<file path="src/rtl/add_serial_ctrl.sv">
// Sequencer for the bit-serial adder: queues operand pairs, issues them,
// captures each sum and presents it on a valid/ready result port.
module add_serial_ctrl #(
    parameter int WIDTH   = 8,
    parameter int DEPTH   = 4,
    parameter int ADD_LAT = 9,
    parameter int CNT_W   = 4,
    localparam int AW     = $clog2(DEPTH),
    localparam int LW     = AW + 1
) (
    input  logic             clk,
    input  logic             rst_n,
    input  logic             in_valid,
    output logic             in_ready,
    input  logic [WIDTH-1:0] in_a,
    input  logic [WIDTH-1:0] in_b,
    output logic             add_en,
    output logic [WIDTH-1:0] add_a,
    output logic [WIDTH-1:0] add_b,
    input  logic [WIDTH-1:0] add_out,
    output logic             res_valid,
    input  logic             res_ready,
    output logic [WIDTH-1:0] res_data,
    output logic             busy,
    output logic [LW-1:0]    fifo_level
);

    typedef enum logic [1:0] {
        S_IDLE,
        S_RUN,
        S_REL
    } state_t;

    state_t state_q, state_d;

    logic [WIDTH-1:0] mem_a [DEPTH];
    logic [WIDTH-1:0] mem_b [DEPTH];
    logic [AW-1:0]    wr_ptr;
    logic [AW-1:0]    rd_ptr;
    logic [CNT_W-1:0] cnt_q, cnt_d;

    logic full;
    logic push;
    logic pop;
    logic capture;
    logic add_en_d;
    logic slot_free;
    logic at_lat;

    assign full      = (fifo_level == LW'(DEPTH));
    assign in_ready  = !full;
    assign push      = in_valid && !full;
    assign slot_free = !res_valid || res_ready;
    assign at_lat    = (cnt_q == CNT_W'(ADD_LAT));
    assign busy      = (state_q != S_IDLE);

    always_comb begin
        state_d  = state_q;
        cnt_d    = cnt_q;
        pop      = 1'b0;
        capture  = 1'b0;
        add_en_d = 1'b0;
        unique case (state_q)
            S_IDLE: begin
                if (fifo_level != '0) begin
                    pop      = 1'b1;
                    add_en_d = 1'b1;
                    cnt_d    = '0;
                    state_d  = S_RUN;
                end
            end
            S_RUN: begin
                // Count saturates at ADD_LAT while the result slot is busy.
                if (!at_lat) begin
                    cnt_d = cnt_q + 1'b1;
                end else if (slot_free) begin
                    capture  = 1'b1;
                    add_en_d = 1'b1;
                    state_d  = S_REL;
                end
            end
            S_REL: begin
                state_d = S_IDLE;
            end
            default: begin
                state_d = S_IDLE;
            end
        endcase
    end

    always_ff @(posedge clk or negedge rst_n) begin
        if (!rst_n) begin
            state_q <= S_IDLE;
            cnt_q   <= '0;
            add_en  <= 1'b0;
        end else begin
            state_q <= state_d;
            cnt_q   <= cnt_d;
            add_en  <= add_en_d;
        end
    end

    always_ff @(posedge clk or negedge rst_n) begin
        if (!rst_n) begin
            add_a <= '0;
            add_b <= '0;
        end else if (pop) begin
            add_a <= mem_a[rd_ptr];
            add_b <= mem_b[rd_ptr];
        end
    end

    always_ff @(posedge clk or negedge rst_n) begin
        if (!rst_n) begin
            res_valid <= 1'b0;
            res_data  <= '0;
        end else if (capture) begin
            res_valid <= 1'b1;
            res_data  <= add_out;
        end else if (res_ready) begin
            res_valid <= 1'b0;
        end
    end

    always_ff @(posedge clk) begin
        if (push) begin
            mem_a[wr_ptr] <= in_a;
            mem_b[wr_ptr] <= in_b;
        end
    end

    always_ff @(posedge clk or negedge rst_n) begin
        if (!rst_n) begin
            wr_ptr     <= '0;
            rd_ptr     <= '0;
            fifo_level <= '0;
        end else begin
            if (push) wr_ptr <= wr_ptr + 1'b1;
            if (pop)  rd_ptr <= rd_ptr + 1'b1;
            fifo_level <= fifo_level + LW'(push) - LW'(pop);
        end
    end

endmodule

</file>
<file path="config.mk">
export PLATFORM = sky130hd
export DESIGN_NAME = add_serial_ctrl
export DESIGN_NICKNAME = d
export VERILOG_FILES = /design/src/rtl/add_serial_ctrl.sv
export SDC_FILE = /design/constraint.sdc
export NUM_CORES = 1
export LEC_CHECK = 0
export CORE_UTILIZATION = 60
export CTS_BUF_LIST = sky130_fd_sc_hd__clkbuf_2
export DETAILED_ROUTE_END_ITERATION = 10
export PLACE_DENSITY = 0.95
export SETUP_SLACK_MARGIN = 0.02
export SLEW_MARGIN = 25
export SYNTH_ARGS = -nofsm -noshare
export SYNTH_HDL_FRONTEND = slang
export SYNTH_SLANG_ARGS = --single-unit
</file>
<file path="constraint.sdc">
create_clock -name clk -period 3.25 [get_ports clk]
set_input_delay 0.65 -clock clk [delete_from_list [all_inputs] [get_ports clk]]
set_output_delay 0.65 -clock clk [all_outputs]
set_load 0.1 [all_outputs]
</file>
==> run summary <==
# port buffers - 58
R2R Path Start - fifo_level[1]
Min-Delay Path Class - input pin to async pin
CP endpoint kind - output port
Crit path launch - fifo_level[1]
TritonCTS Sinks - 103
Failing checks - design-rule violations
Worst hold slack - 0.139 ns
Synth warnings - 0
CTS tree - done
ANT nets after route - 0
Placed Cells - 331
First-pass GRT wire length - 10500 um
Worst-Skew Late Latency - 0.57 ns
Unrepaired setup endpoints after global routing - false
Synth area leader - edfxtp_1
N_diodes - 0
Final Max Tran Viols - 0
Setup Viol. Count Final - 0
Worst slew pin tran - 0.888 ns
CP Capture Point - in_ready
Synth-to-layout area growth - 16.2%
Critical path required time - 2.60 ns
Top-area cell type share of the netlist area - 0.477
GP Congestion - 0.755
Antenna violations before repair - 0
Fmax - 400 MHz
1st-iter DRT viols - 135
CP Class - register to output port
Die height - 84.0 um
Clk root buf - clkbuf_2
Max_slew headroom - 0.408
Final Cycle Share - 0.769
Via count - 2022
Syn Area/Cell - 20.0 um2
Mapped cell area - 4030 um2
Die W - 84.0 um
Postcts setup bufs - 0
Syn_nets - 238
FP Rows - 29
Hold buffers post-CTS - 0
FF-to-FF End - fifo_level[2]
Status - finished, violations left
Share of cells above drive strength 1 - 0.319
Setup TNS - 0 ns
DP HPWL - 4440 um
Avg Vias per Cell - 5.83
Resized Gates After CTS - 0
Boundary Pins - 59
H-tree levels - 3
Worst reg2reg path depth - 7
Number of synthesized register bits - 103
Core Footprint - 6420 um2
Sequential share of the synthesized area - 0.719
Post-Synthesis Cells - 202
Worst Clk Skew - 0.0426 ns
Clock transition at the registers of the reported paths - 0.30 ns
Wire per inst - 19.1 um
DR pass1 iterations - 8
MaxCap Viol Count - 0
Total Routing Usage GR - 0.207
Remaining DRCs - 12
GR Overflow Total - 0
# fillers - 353
Clk buf depth - 2
Full die area - 7050 um2
Peak fanout along the critical path - 7
Post-route insts no fill - 347
CTS buffer count - 9
Final hold viol count - 0
Vias in the first global route - 2089
Initial core utilization - 0.628
Total Wirelength - 6620 um
Worst EP arrival - 1.85 ns
Largest net degree at the start of global routing - 40
Final Critical Period - 2.50 ns
Worst Setup Start Kind - register
FF-to-FF setup slack - 0.91 ns
Distinct cells, synth - 37
Layout Nets - 301
Synth top area cells - edfxtp_1 48%, dfrtp_1 24%, mux2_2 6.1%
-- synthesized netlist by cell type, drive strengths merged --
cell type and number:
edfxtp 64, dfrtp 39, mux2 25, mux4 16, ha 7, buf 6
inv 5, and3 4, nand2 3, o21ai 3, xnor2 3, xor2 3
clkbuf 2, mux2i 2, nand4 2, nor2b 2, nor3 2, or2 2
and2 1, fa 1, nand2b 1, nand3b 1, nor2 1, nor3b 1
o211ai 1, o21bai 1, o22ai 1, o2bb2ai 1, or3 1, or3b 1
-- final cells by class --
class                   count  area [um2]  area share
repair buffers             60         513       0.110
multi-input cells          86        1060       0.227
clock buffers              10        50.0      0.0107
inverters                   5        18.8     0.00401
well taps                  77        96.3      0.0206
clock inverters             6        45.0     0.00962
flip-flops and latches    103        2900       0.619
-- registers in the layout, indices dropped and copies added, names as in the netlist --
register / flops
mem_a: 32
mem_b: 32
add_a: 8
add_b: 8
res_data: 8
cnt_q: 4
fifo_level: 3
rd_ptr: 2
state_q: 2
wr_ptr: 2
add_en: 1
res_valid: 1
-- logic make-up (layout without fill, tap and decap cells) --
| kind of cell | Yosys count | in the layout | share of synthesized area |
|---|---|---|---|
| compound gates | 7 | 7 | 0.0112 |
| xor+xnor | 6 | 6 | 0.0130 |
| fa+ha+maj | 8 | 8 | 0.0267 |
| buf+inv | 13 | 81 | 0.0183 |
| flops | 103 | 103 | 0.719 |
| mux | 43 | 43 | 0.173 |
| simple gates | 22 | 22 | 0.0388 |
-- worst min-delay path by stage --
stage	from	endpoint	slack, ns	cells past startpoint
floorplan	rst_n	add_a[0]	0.35	0
global placement	add_b[2]	add_b[2]	0.47	1
detailed placement	res_data[7]	res_data[7]	0.50	1
CTS	rst_n	res_data[6]	0.16	1
global route	rst_n	res_data[6]	0.17	1
finish	rst_n	res_data[6]	0.14	1
-- per-stage QoR --
stage / utilization / area (um2) / setup WS [ns]
6_report: 0.729 / 4680 / 0.750
5_1_grt: 0.729 / 4680 / 0.680
4_1_cts: 0.729 / 4680 / 0.750
3_3_place_gp: 0.715 / 4590 / 0.858
3_5_place_dp: 0.715 / 4590 / 0.797
2_1_floorplan: - / 4030 / 0.306
-- cell usage in the layout (no fill, tap or decap), types with 2 or more instances in the layout --
cell and n:
and3_1 4, buf_4 33, clkbuf_2 10, clkdlybuf4s50_1 26, clkinvlp_4 2, dfrtp_1 39
edfxtp_1 64, ha_1 7, inv_1 5, inv_6 2, mux2_2 22, mux2_4 2
mux2i_1 2, mux4_1 8, mux4_2 8, nand2_1 3, nand4_1 2, nor2b_1 2
o21ai_0 3, xnor2_1 3, xor2_1 3
-- routing by layer --
| layer | global-route usage | vias to the layer above | routed length (um) |
|---|---|---|---|
| li1 | - | 911 | - |
| met1 | 0.261 | 1038 | 2820 |
| met2 | 0.342 | 66 | 3400 |
| met3 | 0.0376 | 7 | 299 |
| met4 | 0.116 | 0 | 93 |
| met5 | 0 | - | 0 |
-- critical path: stages (launching register included) --
cell and delay, ns:
dfrtp_1 0.50, or3b_1 0.50, buf_4 0.28
Power is left out: the tool's default activity adds up to more than one toggle a clock period on the data nets, which glitch-free logic cannot reach.
